### src/rtl/alu_sequencer.sv
// Calculator token sequencer: folds (operand, op) tokens into a running accumulator through an
// external ALU and emits the chain result when an equals token (OP_NONE) arrives.

package calc_pkg;
    typedef struct packed {
        logic               error;
        logic signed [15:0] value;
    } num_t;

    typedef enum logic [2:0] {
        OP_NONE = 3'd0,
        OP_ADD  = 3'd1,
        OP_SUB  = 3'd2,
        OP_MUL  = 3'd3,
        OP_DIV  = 3'd4
    } op_t;
endpackage

module alu_sequencer
    import calc_pkg::*;
#(
    parameter int TIMEOUT_CYCLES = 64
) (
    input  logic clk_i,
    input  logic rst_ni,
    input  num_t tok_num_i,
    input  op_t  tok_op_i,
    input  logic tok_valid_i,
    output logic tok_ready_o,
    output num_t alu_left_o,
    output num_t alu_right_o,
    output op_t  alu_op_o,
    output logic alu_valid_o,
    input  logic alu_ready_i,
    input  num_t alu_result_i,
    input  logic alu_valid_i,
    output logic alu_ready_o,
    output num_t res_o,
    output logic res_valid_o,
    input  logic res_ready_i,
    output logic busy_o
);

    typedef enum logic [2:0] {
        S_EMPTY,
        S_PEND,
        S_ISSUE,
        S_WAIT,
        S_EMIT
    } state_t;

    typedef struct packed {
        logic tok_ready;
        logic alu_valid;
        logic alu_ready;
        logic res_valid;
        logic busy;
    } flags_t;

    localparam int              CNT_W    = $clog2(TIMEOUT_CYCLES);
    localparam logic [CNT_W-1:0] CNT_LAST = CNT_W'(TIMEOUT_CYCLES - 1);

    state_t           state;
    flags_t           flags;
    num_t             acc;
    num_t             opnd;
    op_t              pend;
    op_t              next_op;
    logic [CNT_W-1:0] tmo_cnt;

    // Handshake outputs are registered copies of the decode of the state being entered.
    function automatic flags_t decode(input state_t s);
        flags_t f;
        f           = '0;
        f.busy      = (s != S_EMPTY);
        f.tok_ready = (s == S_EMPTY) || (s == S_PEND);
        f.alu_valid = (s == S_ISSUE);
        f.alu_ready = (s == S_WAIT);
        f.res_valid = (s == S_EMIT);
        return f;
    endfunction

    always_ff @(posedge clk_i or negedge rst_ni) begin
        if (!rst_ni) begin
            state   <= S_EMPTY;
            flags   <= '0;
            acc     <= '0;
            opnd    <= '0;
            pend    <= OP_NONE;
            next_op <= OP_NONE;
            tmo_cnt <= '0;
        end else begin
            unique case (state)
                S_EMPTY: begin
                    flags <= decode(S_EMPTY);
                    if (tok_valid_i && flags.tok_ready) begin
                        acc <= tok_num_i;
                        if (tok_op_i == OP_NONE) begin
                            state <= S_EMIT;
                            flags <= decode(S_EMIT);
                        end else begin
                            pend  <= tok_op_i;
                            state <= S_PEND;
                            flags <= decode(S_PEND);
                        end
                    end
                end
                S_PEND: begin
                    if (tok_valid_i && flags.tok_ready) begin
                        opnd    <= tok_num_i;
                        next_op <= tok_op_i;
                        state   <= S_ISSUE;
                        flags   <= decode(S_ISSUE);
                    end
                end
                S_ISSUE: begin
                    if (alu_ready_i) begin
                        tmo_cnt <= '0;
                        state   <= S_WAIT;
                        flags   <= decode(S_WAIT);
                    end
                end
                S_WAIT: begin
                    // A result arriving on the terminal-count cycle takes priority over the timeout.
                    if (alu_valid_i) begin
                        acc     <= alu_result_i;
                        tmo_cnt <= '0;
                        if (alu_result_i.error || (next_op == OP_NONE)) begin
                            state <= S_EMIT;
                            flags <= decode(S_EMIT);
                        end else begin
                            pend  <= next_op;
                            state <= S_PEND;
                            flags <= decode(S_PEND);
                        end
                    end else if (tmo_cnt == CNT_LAST) begin
                        acc     <= '{error: 1'b1, value: '0};
                        tmo_cnt <= '0;
                        state   <= S_EMIT;
                        flags   <= decode(S_EMIT);
                    end else begin
                        tmo_cnt <= tmo_cnt + 1'b1;
                    end
                end
                S_EMIT: begin
                    if (res_ready_i) begin
                        pend  <= OP_NONE;
                        state <= S_EMPTY;
                        flags <= decode(S_EMPTY);
                    end
                end
                default: begin
                    state <= S_EMPTY;
                    flags <= decode(S_EMPTY);
                end
            endcase
        end
    end

    assign tok_ready_o = flags.tok_ready;
    assign alu_valid_o = flags.alu_valid;
    assign alu_ready_o = flags.alu_ready;
    assign res_valid_o = flags.res_valid;
    assign busy_o      = flags.busy;
    assign alu_left_o  = acc;
    assign alu_right_o = opnd;
    assign alu_op_o    = pend;
    assign res_o       = acc;

endmodule
### config.mk
export PLATFORM = sky130hd
export DESIGN_NAME = alu_sequencer
export DESIGN_NICKNAME = d
export VERILOG_FILES = /design/src/rtl/alu_sequencer.sv
export SDC_FILE = /design/constraint.sdc
export NUM_CORES = 1
export LEC_CHECK = 0
export BUFFER_PORTS_ARGS = -buffer_cell sky130_fd_sc_hd__buf_2
export CORE_ASPECT_RATIO = 1.1
export CORE_MARGIN = 2
export CORE_UTILIZATION = 40
export DETAILED_ROUTE_END_ITERATION = 8
export PLACE_DENSITY_LB_ADDON = 0.3
export SYNTH_ARGS = -nofsm -noshare
export SYNTH_HDL_FRONTEND = slang
export SYNTH_SLANG_ARGS = --single-unit
### constraint.sdc
create_clock -name clk_i -period 5.07 [get_ports clk_i]
set_clock_uncertainty 0.15 [all_clocks]
set_input_delay 1.2675 -clock clk_i [delete_from_list [all_inputs] [get_ports clk_i]]
set_output_delay 1.2675 -clock clk_i [all_outputs]
set_load 0.02 [all_outputs]
Yosys cells after proc, flatten, opt, wreduce, memory -nomap -nowiden

Index checks and enable logic that the tools add are counted.

$add $sub $neg: 1
Equality and inequality tests: 13
Mux-type cells: 31
Reductions and logical operators: 14

Operators with widths:

| operator                                                              | count |
|---|---|
| 17-bit two-way mux                                                    | 3 |
| 5-bit two-way mux                                                     | 8 |
| 3-bit two-way mux                                                     | 12 |
| 17-bit one-hot mux with 2 select lines                                | 1 |
| 5-bit one-hot mux with 5 select lines                                 | 1 |
| 6-bit two-way mux                                                     | 3 |
| 3-bit one-hot mux with 5 select lines                                 | 1 |
| 2-bit inequality test, second input constant                          | 7 |
| 6-bit one-hot mux with 2 select lines                                 | 1 |
| 3-bit logical NOT                                                     | 3 |
| 3-bit one-hot mux with 3 select lines                                 | 1 |
| 6-bit by 1-bit adder with 6-bit output, second input constant         | 1 |
| 3-bit by 2-bit equality test with 1-bit output, second input constant | 2 |
| 6-bit equality test, second input constant                            | 1 |
| 6-bit AND reduction                                                   | 1 |
| 5-bit AND reduction                                                   | 1 |
| 2-bit AND reduction                                                   | 2 |
| 4-bit AND reduction                                                   | 1 |
| 2-bit nonzero test                                                    | 2 |
| 3-bit by 1-bit equality test with 1-bit output, second input constant | 1 |
| 3-bit equality test, second input constant                            | 1 |
| 3-bit inequality test, second input constant                          | 1 |
| 3-bit AND reduction                                                   | 1 |
| 3-bit nonzero test                                                    | 1 |
| other kinds (2)                                                       | 2 |

Register bits after elaboration: 54
Input port bits: 43

Longest topological paths before layout

Depth in word-level cells: 5
Mapped depth: 7
Gate-level depth less buffers: 5

Worst setup path after synthesis

OpenSTA, ideal clock, no wires.

Path kind: input-to-reg
From: input tok_op_i[1]
To: register pend[0] (netlist: alu_op_o[0])
Arrival time: 2.280 ns
Data required time: 4.795 ns
Slack: 2.515 ns
Stages on the path: 4
Buffers on the path: 0
Cell sequence: nor3_1 > nor4_1 > a221oi_2 > mux2_2

Word-level cells in the longest chain between the ends: 3

RTL lines:

| element                                | line | source |
|---|---|---|
| from (decl)                            | 27   | `input op_t tok_op_i,` |
| 3-bit logical NOT                      | 98   | `if (tok_op_i == OP_NONE) begin` |
| 2-bit inequality test (no source line) | n/a  |  |
| 6-bit AND reduction (no source line)   | n/a  |  |
| to (signal assigned)                   | 102  | `pend <= tok_op_i;` |
| to (signal assigned)                   | 132  | `pend <= next_op;` |
| to (decl)                              | 67   | `op_t pend;` |

Every way passes these cells.
A chain may end at the register's enable or synchronous reset.

Worst setup path in the final report

From: input tok_valid_i
To: register next_op[0]

Word-level cells in the longest chain between the ends: 2

RTL lines:

| element                              | line | source |
|---|---|---|
| from (decl)                          | 28   | `input logic tok_valid_i,` |
| 1-bit logical AND                    | 109  | `if (tok_valid_i && flags.tok_ready) begin` |
| 2-bit AND reduction (no source line) | n/a  |  |
| to (signal assigned)                 | 111  | `next_op <= tok_op_i;` |
| to (decl)                            | 68   | `op_t next_op;` |

Every way passes these cells.

==> qor.txt <==
============================================================================================
Placed insts                                                                             423
Class of the most critical hold timing path                                          reg2reg
Synth Area in Adders                                                                 0.00440
Number of top-level pins                                                                 102
Fraction of synthesized area in multiplexers                                           0.166
Cell area after technology mapping                                                2840 sq um
Number of nets produced by synthesis                                                     311
Maximum vdd ir drop                                                               0.000282 V
Basic-gate share of the synthesized area counting and, or, nand and nor cells          0.118
Critical Setup Path Class                                                             in2reg
Count of endpoints failing hold in the final timing report                                 0
Die Area                                                                          7800 sq um
Biggest cell delay along the critical path                                           0.90 ns
Fraction of the mapped netlist area in compound gates                                  0.140
Final antenna diode count                                                                  0
Arrival @ worst endpoint                                                             2.99 ns
Gr ovfl total                                                                              0
TritonCTS clock tree                                                                    done
H-tree depth reported by CTS                                                               2
Commonest cells in the synthesized netlist                                      sky130_fd_sc_hd__dfrtp_1, sky130_fd_sc_hd__mux2_2, sky130_fd_sc_hd__a21oi_1
Sequential Power Share                                                                 0.369
Total CTS buffers                                                                          5
Largest family of logic cells by synthesized area                               multiplexers
Syn_area_per_cell                                                                 10.6 sq um
Worst Tran Pin Value                                                                 1.15 ns
Clock tree root buffer cell                                                     sky130_fd_sc_hd__clkbuf_8
Number of gates resized after CTS                                                          0
Count of warnings emitted by yosys                                                         0
Number of post-CTS setup repair buffers                                                    0
Layout cell share with drive strength beyond 1                                         0.413
Power per cell area                                                              631 nW/um^2
Share of the synthesized netlist area taken by xor and xnor gates                          0
Detailed-placement wirelength estimate                                          4650 microns
Area share of the leading cell type in the synthesized netlist                         0.475
Vias in the first global route                                                          2238
Number of sinks handled by clock tree synthesis                                           54
Initial antenna violation count                                                            0
Total iterations of the first detailed-routing run                                         5
Dominant register cell in the synthesized netlist                               sky130_fd_sc_hd__dfrtp_1
Power spent charging and discharging nets                                             945 uW
Die W                                                                           84.4 microns
Insertion delay of the later-clocked pin in the worst-skew pair                      0.31 ns
Post-synthesis sequential element count                                                   54
Delay-heaviest family, CP                                                       simple AND/OR/NAND/NOR gates
Post-layout minimum cycle time                                                       2.95 ns
Element type at the critical path end                                              flip-flop
Max Cap Violations                                                                         0
Top cell type by total area after synthesis                                     sky130_fd_sc_hd__dfrtp_1
Average wire per cell in the routed design                                      15.7 microns
Internal power contribution                                                          1.17 mW
Final weighted congestion in routability-driven placement                              0.823
Remaining max-slew budget at the tightest pin                                          0.232
Placement-stage worst setup slack                                                    1.77 ns
Number of core rows                                                                       32
Most common cell in the netlist                                                 sky130_fd_sc_hd__dfrtp_1
Total DRC errors in the routed layout                                                      0
Starting utilization of the core area                                                  0.408
Highest clock rate                                                                   339 MHz
Startpoint type of the worst setup path                                            input pin
Share of total power in combinational logic                                            0.513
Leakage Power                                                                        1.67 nW
Main area contributors after synthesis                                          sky130_fd_sc_hd__dfrtp_1, sky130_fd_sc_hd__mux2_2, sky130_fd_sc_hd__mux2i_1, sky130_fd_sc_hd__buf_4, sky130_fd_sc_hd__a21oi_1
Final setup slack of the worst path                                                  2.12 ns
Number of buffers inserted for hold repair after clock tree synthesis                      0
CP max stage cell                                                               sky130_fd_sc_hd__nor2_2
Critical-path cell list                                                         buf_2 -> and3b_1 -> nand2_1 -> nor2_2 -> mux2_2
Mean number of vias per cell                                                            5.32
Part of the power in the clock network                                                 0.119
Post-DRT Antenna Nets                                                                      0
Final net count                                                                          389
Sequential element share of the synthesized area                                       0.475
Worst Path Max Fanout                                                                     21
Maximum number of buffers from clock root to sink                                          2
Setup total negative slack                                                              0 ns
Signed area change from the synthesized netlist to the final layout                    18.0%
Count of buffering cells on the critical path with inverters included                      1
CTS clock-pin slew for the worst setup and hold paths                                0.09 ns
Maximum number of pins on one net before global-route repair                              55
Number of synthesized flops with an enable pin                                             0
Number of I/O port buffers                                                               101
Filler-free cell count of the finished design                                            431
Core ar.                                                                          6970 sq um
Switching share of power                                                               0.446
DIE HEIGHT                                                                      92.4 microns
Fin. max-slew vios                                                                         0
Post-Route Utilization                                                                 0.482
Instance count of the mapped netlist                                                     267
DR vias                                                                                 2295
Asr flop ratio synth                                                                    1.00
Distinct cell type count of the synthesized netlist                                       44
First-pass GRT wire length                                                      10800 microns
Critical path data required time                                                     5.11 ns
Total GRT Usage                                                                        0.172
First-iteration detailed-routing DRC count                                                82
Outcome                                                                         finished clean
Period utilisation layout                                                              0.582
Setup repair after global routing missed its margin                                       no
Final setup violation count                                                                0
Total detailed-routing wirelength                                               6760 microns
============================================================================================
final timing paths:
| path | start | endpoint | cells after the start | slack (ns) |
|---|---|---|---|---|
| max | tok_valid_i | next_op[0] | 5 | 2.12 |
| min | alu_valid_o | alu_valid_o | 1 | 0.34 |
| max reg2reg | state[2] | alu_op_o[2] | 4 | 2.46 |
| min reg2reg | alu_valid_o | alu_valid_o | 1 | 0.34 |
| max in group asynchronous | rst_ni | alu_right_o[9] | 2 | 3.38 |
| min in group asynchronous | rst_ni | alu_left_o[8] | 2 | 0.93 |
cell usage in the layout, fill, tap and decap left out, types with 2 or more instances in the layout:
| master | Yosys | routed |
|---|---|---|
| sky130_fd_sc_hd__nand2_1 | 13 | 13 |
| sky130_fd_sc_hd__nor2_1 | 6 | 5 |
| sky130_fd_sc_hd__mux2_2 | 25 | 25 |
| sky130_fd_sc_hd__nand3_1 | 4 | 4 |
| sky130_fd_sc_hd__clkbuf_8 | 0 | 6 |
| sky130_fd_sc_hd__nor2b_1 | 2 | 2 |
| sky130_fd_sc_hd__inv_1 | 19 | 19 |
| sky130_fd_sc_hd__mux2i_1 | 19 | 19 |
| sky130_fd_sc_hd__o22ai_1 | 5 | 5 |
| sky130_fd_sc_hd__a31oi_1 | 2 | 2 |
| sky130_fd_sc_hd__and3b_1 | 2 | 2 |
| sky130_fd_sc_hd__and2_1 | 2 | 2 |
| sky130_fd_sc_hd__o31a_1 | 2 | 2 |
| sky130_fd_sc_hd__a21oi_1 | 23 | 23 |
| sky130_fd_sc_hd__o21ai_0 | 12 | 12 |
| sky130_fd_sc_hd__o21a_1 | 2 | 2 |
| sky130_fd_sc_hd__buf_2 | 6 | 101 |
| sky130_fd_sc_hd__dfrtp_1 | 54 | 54 |
| sky130_fd_sc_hd__nand3b_1 | 2 | 2 |
| sky130_fd_sc_hd__nor3_1 | 4 | 4 |
| sky130_fd_sc_hd__and3_1 | 17 | 17 |
power by group through the flow:
stage / registers (mW) / logic (mW) / clock network, mW
floorplan: 0.954 / 0.672 / 0
global route: 0.811 / 1.17 / 0.279
finish: 0.781 / 1.09 / 0.252
CTS: 0.782 / 1.10 / 0.260
global placement: 0.783 / 1.08 / 0
detailed placement: 0.790 / 1.10 / 0
cell families (layout without fill, tap and decap cells):
group / Yosys count / after routing
fa+ha+maj: 1 / 1
simple gates: 59 / 59
compound gates: 59 / 59
flops: 54 / 54
buf+inv: 50 / 129
mux: 44 / 44
state kept, by name, indices dropped and copies added (netlist names):
| signal | flops |
|---|---|
| next_op | 3 |
| alu_left_o | 17 |
| tok_ready_o | 1 |
| tmo_cnt | 6 |
| alu_right_o | 17 |
| busy_o | 1 |
| res_valid_o | 1 |
| state | 3 |
| alu_ready_o | 1 |
| alu_op_o | 3 |
| alu_valid_o | 1 |
metal layers:
| metal | wire length [microns] | vias to the layer above | global-route usage |
|---|---|---|---|
| li1 | - | 1085 | - |
| met1 | 2990 | 1137 | 0.227 |
| met2 | 3350 | 63 | 0.285 |
| met3 | 298 | 10 | 0.0321 |
| met4 | 119 | 0 | 0.0608 |
| met5 | 0 | - | 0 |
through the flow:
stage	power [mW]	hold WS (ns)	cell area, sq um
finish	2.12	0.340	3360
global route	2.26	0.366	3360
CTS	2.14	0.345	3360
detailed placement	1.89	0.311	3260
global placement	1.86	0.323	3260
floorplan	1.63	0.332	2840
final cells by class:
| cell class | instances | area (sq um) |
|---|---|---|
| fill | 671 | 3610 |
| sequential | 54 | 1350 |
| multi-input combinational | 163 | 1220 |
| timing repair buffer | 102 | 513 |
| tap | 85 | 106 |
| clock buffer | 6 | 82.6 |
| inverter | 19 | 71.3 |
| clock inverter | 2 | 12.5 |
No activity file was read; power rests on OpenSTA's default activity.
